## config.mk

```make
export PLATFORM = sky130hd
export DESIGN_NAME = button_conditioner
export DESIGN_NICKNAME = d
export VERILOG_FILES = /design/src/rtl/btn_defs.sv /design/src/rtl/btn_channel.sv /design/src/rtl/button_conditioner.sv
export SDC_FILE = /design/constraint.sdc
export NUM_CORES = 1
export LEC_CHECK = 0
export CAP_MARGIN = 20
export CORE_MARGIN = 8
export CORE_UTILIZATION = 30
export DETAILED_ROUTE_END_ITERATION = 7
export DONT_BUFFER_PORTS = 1
export RECOVER_POWER = 50
export SLEW_MARGIN = 20
export SYNTH_ARGS = -nofsm -noshare
export SYNTH_HDL_FRONTEND = slang
export SYNTH_SLANG_ARGS = --single-unit
```

## constraint.sdc

```tcl
create_clock -name clk -period 5.7 [get_ports clk]
set_input_delay 0.57 -clock clk [delete_from_list [all_inputs] [get_ports clk]]
set_output_delay 0.57 -clock clk [all_outputs]
set_load 0.1 [all_outputs]
```

## src/rtl/btn_defs.sv

```systemverilog
// Shared button-handling definitions: channel FSM state encodings and default timing.
// The movement-control blocks import this package too.
package btn_defs;

  typedef enum logic [1:0] {
    IDLE   = 2'd0,
    DELAY  = 2'd1,
    REPEAT = 2'd2
  } btn_state_t;

  localparam int DEF_DEBOUNCE_CYCLES = 1000000;
  localparam int DEF_REPEAT_DELAY    = 25000000;
  localparam int DEF_REPEAT_PERIOD   = 5000000;

  function automatic int max2(input int a, input int b);
    return (a > b) ? a : b;
  endfunction

endpackage

```

## src/rtl/btn_channel.sv

```systemverilog
// One pushbutton: 2-FF synchroniser, debounce filter and press/auto-repeat strobe FSM.
// BTN_AUTO_REPEAT_EN selects the full IDLE/DELAY/REPEAT FSM; otherwise press-edge only.
module btn_channel
  import btn_defs::*;
#(
  parameter int DEBOUNCE_CYCLES = DEF_DEBOUNCE_CYCLES,
  parameter int REPEAT_DELAY    = DEF_REPEAT_DELAY,
  parameter int REPEAT_PERIOD   = DEF_REPEAT_PERIOD
) (
  input  logic clk,
  input  logic reset,
  input  logic raw,
  output logic deb,
  output logic strobe
);

  localparam int DW = $clog2(DEBOUNCE_CYCLES + 1);
  localparam logic [DW-1:0] DEB_LAST = DW'(DEBOUNCE_CYCLES - 1);

  logic          s1, s2;
  logic [DW-1:0] deb_cnt;
  btn_state_t    state, state_nx;
  logic          strobe_nx;

  always_ff @(posedge clk or posedge reset) begin
    if (reset) begin
      s1 <= 1'b0;
      s2 <= 1'b0;
    end else begin
      s1 <= raw;
      s2 <= s1;
    end
  end

  // deb only follows s2 after DEBOUNCE_CYCLES consecutive disagreeing samples
  always_ff @(posedge clk or posedge reset) begin
    if (reset) begin
      deb     <= 1'b0;
      deb_cnt <= '0;
    end else if (s2 == deb) begin
      deb_cnt <= '0;
    end else if (deb_cnt == DEB_LAST) begin
      deb     <= s2;
      deb_cnt <= '0;
    end else begin
      deb_cnt <= deb_cnt + 1'b1;
    end
  end

`ifdef BTN_AUTO_REPEAT_EN
  localparam int TW = $clog2(max2(REPEAT_DELAY, REPEAT_PERIOD));
  localparam logic [TW-1:0] DELAY_LAST  = TW'(REPEAT_DELAY - 1);
  localparam logic [TW-1:0] PERIOD_LAST = TW'(REPEAT_PERIOD - 1);

  logic [TW-1:0] timer, timer_nx;

  always_ff @(posedge clk or posedge reset) begin
    if (reset) begin
      state  <= IDLE;
      timer  <= '0;
      strobe <= 1'b0;
    end else begin
      state  <= state_nx;
      timer  <= timer_nx;
      strobe <= strobe_nx;
    end
  end

  always_comb begin
    state_nx  = state;
    timer_nx  = timer;
    strobe_nx = 1'b0;
    if (!deb) begin
      state_nx = IDLE;
      timer_nx = '0;
    end else begin
      case (state)
        IDLE: begin
          strobe_nx = 1'b1;
          timer_nx  = '0;
          state_nx  = DELAY;
        end
        DELAY: begin
          if (timer == DELAY_LAST) begin
            strobe_nx = 1'b1;
            timer_nx  = '0;
            state_nx  = REPEAT;
          end else begin
            timer_nx = timer + 1'b1;
          end
        end
        REPEAT: begin
          if (timer == PERIOD_LAST) begin
            strobe_nx = 1'b1;
            timer_nx  = '0;
          end else begin
            timer_nx = timer + 1'b1;
          end
        end
        default: begin
          state_nx = IDLE;
          timer_nx = '0;
        end
      endcase
    end
  end
`else
  // Repeat timing has no effect here; the parameters stay for a uniform interface.
  logic unused_params;
  assign unused_params = ^{REPEAT_DELAY[0], REPEAT_PERIOD[0]};

  always_ff @(posedge clk or posedge reset) begin
    if (reset) begin
      state  <= IDLE;
      strobe <= 1'b0;
    end else begin
      state  <= state_nx;
      strobe <= strobe_nx;
    end
  end

  // DELAY just means "held, strobe already sent" until the button is released
  always_comb begin
    state_nx  = state;
    strobe_nx = 1'b0;
    if (!deb) begin
      state_nx = IDLE;
    end else if (state == IDLE) begin
      strobe_nx = 1'b1;
      state_nx  = DELAY;
    end
  end
`endif

endmodule

```

## src/rtl/button_conditioner.sv

```systemverilog
// Right/left pushbutton conditioner producing one-cycle move strobes pbR/pbL.
// Auto-repeat is built only when BTN_AUTO_REPEAT_EN is defined.
module button_conditioner
  import btn_defs::*;
#(
  parameter int DEBOUNCE_CYCLES = DEF_DEBOUNCE_CYCLES,
  parameter int REPEAT_DELAY    = DEF_REPEAT_DELAY,
  parameter int REPEAT_PERIOD   = DEF_REPEAT_PERIOD
) (
  input  logic clk,
  input  logic reset,
  input  logic btnR_raw,
  input  logic btnL_raw,
  output logic pbR,
  output logic pbL
);

  logic deb_r, deb_l, stb_r, stb_l, conflict;

  btn_channel #(
    .DEBOUNCE_CYCLES(DEBOUNCE_CYCLES),
    .REPEAT_DELAY   (REPEAT_DELAY),
    .REPEAT_PERIOD  (REPEAT_PERIOD)
  ) u_right (
    .clk   (clk),
    .reset (reset),
    .raw   (btnR_raw),
    .deb   (deb_r),
    .strobe(stb_r)
  );

  btn_channel #(
    .DEBOUNCE_CYCLES(DEBOUNCE_CYCLES),
    .REPEAT_DELAY   (REPEAT_DELAY),
    .REPEAT_PERIOD  (REPEAT_PERIOD)
  ) u_left (
    .clk   (clk),
    .reset (reset),
    .raw   (btnL_raw),
    .deb   (deb_l),
    .strobe(stb_l)
  );

  // Both directions held: suppress moves, but channel timers keep running
  assign conflict = deb_r & deb_l;
  assign pbR      = stb_r & ~conflict;
  assign pbL      = stb_l & ~conflict;

endmodule

```

# Word-level counts from Yosys, hierarchy flattened

Cells that the tools add are included.

Output and inout bits: 2
Bits in registers: 52
Bits of input ports: 4
Logic and storage cells: 42

Mux-type cells: 12
Reductions and logical operators: 4
Equality and inequality tests: 6
Add/sub/neg operators: 2
Bitwise gates (word level): 6

Operators with widths:

| operator              | count |
|---|---|
| $mux 20               | 4 |
| $add 20x1->20 const B | 2 |
| $eq 20x20->1 const B  | 2 |
| $mux 2                | 4 |
| $logic_not 2->1       | 2 |
| $mux 1                | 4 |
| $ne 2x2->1 const B    | 2 |
| $reduce_and 2->1      | 2 |
| $and 1x1->1           | 3 |
| $not 1->1             | 3 |
| $eq 1x1->1            | 2 |

# Logic depth before layout (Yosys ltp)

Depth after elaboration: 3
Depth in mapped cells: 6

# Cells and area by module

A second synthesis with hierarchy kept.

Cell total of the unflattened synthesis: 232
Area total of the unflattened synthesis: 2359.8 um^2

By module, submodules not included:

| module             | instances | area an instance (um^2) | seq. area each (um^2) | cells each |
|---|---|---|---|---|
| btn_channel        | 2         | 1172.4                  | 625.6                 | 115 |
| button_conditioner | 1         | 15.0                    | 0.0                   | 2 |

# Worst setup path after synthesis

OpenSTA, ideal clock, no wires.

Path type: reg2out
Start point: register u_right.deb
End point: output pbL
Cell stages (with the launch flop): 2
Arrival time: 2.609 ns
Setup slack: 2.521 ns
Path buffers: 0
Cells stage by stage: dfrtp_1 -> a21boi_0

Word-level cells in the longest chain between the ends: 3

Ends and longest elaborated chain:

| what                   | RTL line                 | RTL |
|---|---|---|
| start, declared        | btn_channel.sv:13        | `output logic deb,` |
| start signal, assigned | btn_channel.sv:38        | `deb <= 1'b0;` |
| start signal, assigned | btn_channel.sv:43        | `deb <= s2;` |
| $and 1x1->1            | button_conditioner.sv:45 | `assign conflict = deb_r & deb_l;` |
| $not 1->1              | button_conditioner.sv:47 | `assign pbL = stb_l & ~conflict;` |
| $and 1x1->1            | button_conditioner.sv:47 |  |
| end, declared          | button_conditioner.sv:15 | `output logic pbL` |

No other way between the ends.

# Final worst setup path

Start point: register u_right.deb_cnt[12]
End point: register u_right.deb_cnt[14]

Word-level cells in the longest chain between the ends: 3
Elaborated cells between the ends (all ways): 4
Those cells by class: add/sub: 1; eq/ne: 1; mux: 2

Ends and longest elaborated chain:

| what                                          | RTL line                             | RTL |
|---|---|---|
| start, declared                               | btn_channel.sv:21                    | `logic [DW-1:0] deb_cnt;` |
| start signal, assigned                        | btn_channel.sv:46                    | `deb_cnt <= deb_cnt + 1'b1;` |
| $add 20x1->20 or $eq 20x20->1 (tied branches) | btn_channel.sv:46, btn_channel.sv:42 |  |
| $mux 20 (*)                                   | btn_channel.sv:42                    | `end else if (deb_cnt == DEB_LAST) begin` |
| $mux 20 (*)                                   | btn_channel.sv:40                    | `end else if (s2 == deb) begin` |

Every way passes the cells marked *; elsewhere a longest branch is shown, timed or not.
A chain may end at the register's enable or synchronous reset.

==> flow_results.xml <==
<?xml version="1.0" encoding="UTF-8"?>
<metrics>
  <group name="floorplan">
    <metric name="num_io_pins" unit="">6</metric>
    <metric name="die_height" unit="um">104</metric>
    <metric name="fp-row-count" unit="">32</metric>
    <metric name="core_area" unit="um^2">7610</metric>
    <metric name="initial_core_util" unit="">0.306</metric>
    <metric name="dieWidth" unit="um">104</metric>
    <metric name="floorplan.die_area" unit="um^2">10800</metric>
  </group>
  <group name="outcome">
    <metric name="status" unit="">complete, but fails checks</metric>
    <metric name="violations_in_the_final_reports" unit="">capacitance limit, slew limit</metric>
  </group>
  <group name="critical_path">
    <metric name="start_kind" unit="">flop</metric>
    <metric name="crit_arrival" unit="ns">2.39</metric>
    <metric name="timing.setup.critical_path_class" unit="">reg -&gt; reg</metric>
    <metric name="critPathMaxStageDelay" unit="ns">0.57</metric>
    <metric name="crit_slowest_cell" unit="">or4_4</metric>
    <metric name="endpoint_kind" unit="">flop</metric>
    <metric name="cp_cell_instances" unit="">or4_1, or4_4, o21ai_4, nor2_1</metric>
    <metric name="cp_data_required_time" unit="ns">5.87</metric>
    <metric name="timing.critical_path.fanout_max" unit="">19</metric>
  </group>
  <group name="yosys">
    <metric name="yosysWarnings" unit="">0</metric>
    <metric name="synth-seq-cells" unit="">50</metric>
    <metric name="synth_top_cell_area_share" unit="">0.538</metric>
    <metric name="synth.net_count" unit="">232</metric>
    <metric name="post_synth_num_cell_types" unit="">32</metric>
    <metric name="dominantRegCellSynth" unit="">dfrtp_1</metric>
    <metric name="synth_top_area_cell" unit="">dfrtp_1</metric>
    <metric name="number_of_standard_cells_after_synthesis" unit="">226</metric>
    <metric name="avgSynthCellArea" unit="um^2">10.3</metric>
    <metric name="syn-cell-area" unit="um^2">2330</metric>
    <metric name="synth_enable_flop_cells" unit="">0</metric>
    <metric name="netlist_top_cells_count" unit="">dfrtp_1, nor2_1, xnor2_1</metric>
    <metric name="asyncSetResetFlopFracSynth" unit="">1.00</metric>
    <metric name="synth.top_cells.by_area" unit="">dfrtp_1, xnor2_1, nor2_1</metric>
    <metric name="seq_area_frac_synth" unit="">0.538</metric>
    <metric name="cell_with_the_most_instances_after_synthesis" unit="">dfrtp_1</metric>
  </group>
  <group name="cts">
    <metric name="clockRootBuffer" unit="">clkbuf_8</metric>
    <metric name="cts-hold-fix-buffers" unit="">0</metric>
    <metric name="post-cts-setup-buffer-count" unit="">0</metric>
    <metric name="cts_made_buffers" unit="">5</metric>
    <metric name="h-tree-depth" unit="">2</metric>
    <metric name="cts_tree" unit="">done</metric>
    <metric name="insertion_delay" unit="ns">0.30</metric>
    <metric name="clk_pin_slew" unit="ns">0.09</metric>
    <metric name="cts_buffer_depth" unit="">2</metric>
    <metric name="cts_resized" unit="">0</metric>
    <metric name="cts.sink_count" unit="">50</metric>
  </group>
  <group name="timing">
    <metric name="timing_hold_violations_final" unit="">0</metric>
    <metric name="worst_slew_margin" unit="">-0.419</metric>
    <metric name="tightestPinTransition" unit="ns">2.12</metric>
    <metric name="totalNegativeSetupSlack" unit="ns">0</metric>
    <metric name="final-max-slew-violation-count" unit="">51</metric>
    <metric name="rsz0062_at_grt" unit="">no</metric>
    <metric name="setup_viol_count_final" unit="">0</metric>
    <metric name="final_period_minus_worst_setup_slack" unit="ns">2.22</metric>
    <metric name="min_period_over_period" unit="">0.390</metric>
    <metric name="max_freq" unit="GHz">0.450</metric>
    <metric name="final.setup_skew" unit="ns">0.00924</metric>
  </group>
  <group name="final_layout">
    <metric name="fin_nets" unit="">236</metric>
    <metric name="multiInputGateArea" unit="um^2">1010</metric>
    <metric name="syn2layout_area_growth" unit="%">9.63</metric>
    <metric name="num_antenna_cells" unit="">0</metric>
    <metric name="drive_gt1_frac" unit="">0.0952</metric>
    <metric name="num-fill-cells" unit="">802</metric>
    <metric name="post_layout_nonfiller_instances" unit="">333</metric>
    <metric name="postLayoutCoreUtil" unit="">0.335</metric>
    <metric name="area.sequential" unit="um^2">1250</metric>
    <metric name="post-route-cell-area" unit="um^2">2550</metric>
  </group>
  <group name="detailed_routing">
    <metric name="vias" unit="">1602</metric>
    <metric name="wire_length_after_detailed_routing" unit="um">3970</metric>
    <metric name="drc" unit="">0</metric>
    <metric name="detailedRoute.firstIterationViolations" unit="">121</metric>
    <metric name="avgRoutedWirePerCell" unit="um">11.9</metric>
    <metric name="detail_route.vias_per_cell" unit="">4.81</metric>
    <metric name="antenna_left" unit="">0</metric>
    <metric name="drtPass1Iterations" unit="">4</metric>
  </group>
  <group name="place">
    <metric name="place_area" unit="um^2">2450</metric>
    <metric name="post-place-cells" unit="">325</metric>
    <metric name="count_of_input_and_output_buffers" unit="">0</metric>
    <metric name="place_congestion" unit="">0.782</metric>
    <metric name="dp_hpwl" unit="um">2720</metric>
  </group>
  <group name="global_route">
    <metric name="antenna_found_initial" unit="">0</metric>
    <metric name="global_route_usage_over_all_layers" unit="">0.0781</metric>
    <metric name="grt_max_degree" unit="">51</metric>
    <metric name="grt_pass1_wl" unit="um">7180</metric>
    <metric name="first_global_vias" unit="">1552</metric>
    <metric name="grt_overflow_total" unit="">0</metric>
  </group>
  <group name="power_and_ir_drop">
    <metric name="power.ir.vdd_worst" unit="V">0.000152</metric>
    <metric name="p_leak" unit="uW">0.000995</metric>
    <metric name="p_per_area" unit="nW/um^2">233</metric>
  </group>
  <group name="job">
    <metric name="drv_cap" unit="">1</metric>
  </group>
  <group name="hold_path">
    <metric name="worst_hold_path_type" unit="">in -&gt; reg</metric>
  </group>
</metrics>
## cell type report
cell class / count / area share
clock buffers: 6 / 0.0324
multi-input cells: 160 / 0.398
flip-flops and latches: 50 / 0.491
well taps: 102 / 0.0500
clock inverters: 2 / 0.00491
inverters: 10 / 0.0152
repair buffers: 3 / 0.00883
## power breakdown
| part | leakage (uW) | switching [uW] | total [uW] | internal (uW) |
|---|---|---|---|---|
| clock | 0.0000472 | 114 | 212 | 97.7 |
| sequential | 0.000684 | 4.02 | 363 | 359 |
| combinational | 0.000264 | 14.3 | 19.0 | 4.68 |
| total | 0.000995 | 133 | 594 | 462 |
## cells in the final DEF (no fill, tap or decap), types with 2 or more instances in the layout
| cell type | count |
|---|---|
| a21boi_2 | 2 |
| a21oi_1 | 7 |
| and2_1 | 2 |
| and3_1 | 3 |
| buf_4 | 3 |
| clkbuf_8 | 6 |
| dfrtp_1 | 50 |
| ha_1 | 2 |
| inv_1 | 9 |
| mux2_2 | 2 |
| nand2_1 | 6 |
| nand3_1 | 17 |
| nand4_1 | 10 |
| nor2_1 | 34 |
| nor2b_1 | 2 |
| nor3_1 | 7 |
| nor4_1 | 9 |
| o21ai_0 | 3 |
| o31ai_1 | 3 |
| or3_1 | 6 |
| or4_1 | 5 |
| xnor2_1 | 21 |
| xor2_1 | 10 |
## sequential cells by signal (all words and copies together), names as in the netlist
register	flops
u_left.deb	1
u_left.state	1
u_right.state	1
u_right.strobe	1
u_right.s2	1
u_left.strobe	1
u_left.s1	1
u_left.deb_cnt	20
u_right.deb_cnt	20
u_right.s1	1
u_left.s2	1
u_right.deb	1
## worst max-delay path, delay by kind of cell (launching register included)
| kind | cells | cell delay, ns |
|---|---|---|
| flip-flops | 1 | 0.44 |
| AND/OR/NAND/NOR | 3 | 1.22 |
| AO/OA/AOI/OAI | 1 | 0.43 |
## cell families (layout without fill, tap and decap cells)
kind of cell	Yosys count	after routing	synth area share
xor gates and xnor gates	31	31	0.117
muxes	2	2	0.00968
AOI/OAI and AO/OA	18	18	0.0538
DFF	50	50	0.538
adders and majority gates	2	2	0.0108
buffers and inverters	16	21	0.0291
and+or+nand+nor	107	107	0.242
## layer usage
layer | global-route usage | vias up | wire, um
met4 | 0.0341 | 0 | 67
met2 | 0.118 | 11 | 1760
met3 | 0.0161 | 8 | 92
met5 | 0 | - | 0
met1 | 0.105 | 783 | 2050
li1 | - | 800 | -
## worst paths after layout
path	from	to	slack [ns]	cells after the start
worst max-delay path	u_right.deb_cnt[12]	u_right.deb_cnt[14]	3.48	4
worst min-delay path	btnR_raw	u_right.s1	0.30	0
worst max register to register	u_right.deb_cnt[12]	u_right.deb_cnt[14]	3.48	4
worst min register to register	u_left.s1	u_left.s2	0.35	0
max in group asynchronous	reset	u_right.deb_cnt[0]	4.05	1
min in group asynchronous	reset	u_right.deb_cnt[12]	0.70	1
## stage by stage
step / hold WS [ns] / total power, uW / worst slack (ns)
3_3_place_gp: 0.337 / 390 / 3.53
3_5_place_dp: 0.340 / 391 / 3.49
4_1_cts: 0.280 / 604 / 3.47
6_report: 0.296 / 594 / 3.48
2_1_floorplan: 0.331 / 385 / 2.52
5_1_grt: 0.271 / 621 / 3.36
No activity file was read; power rests on OpenSTA's default activity.
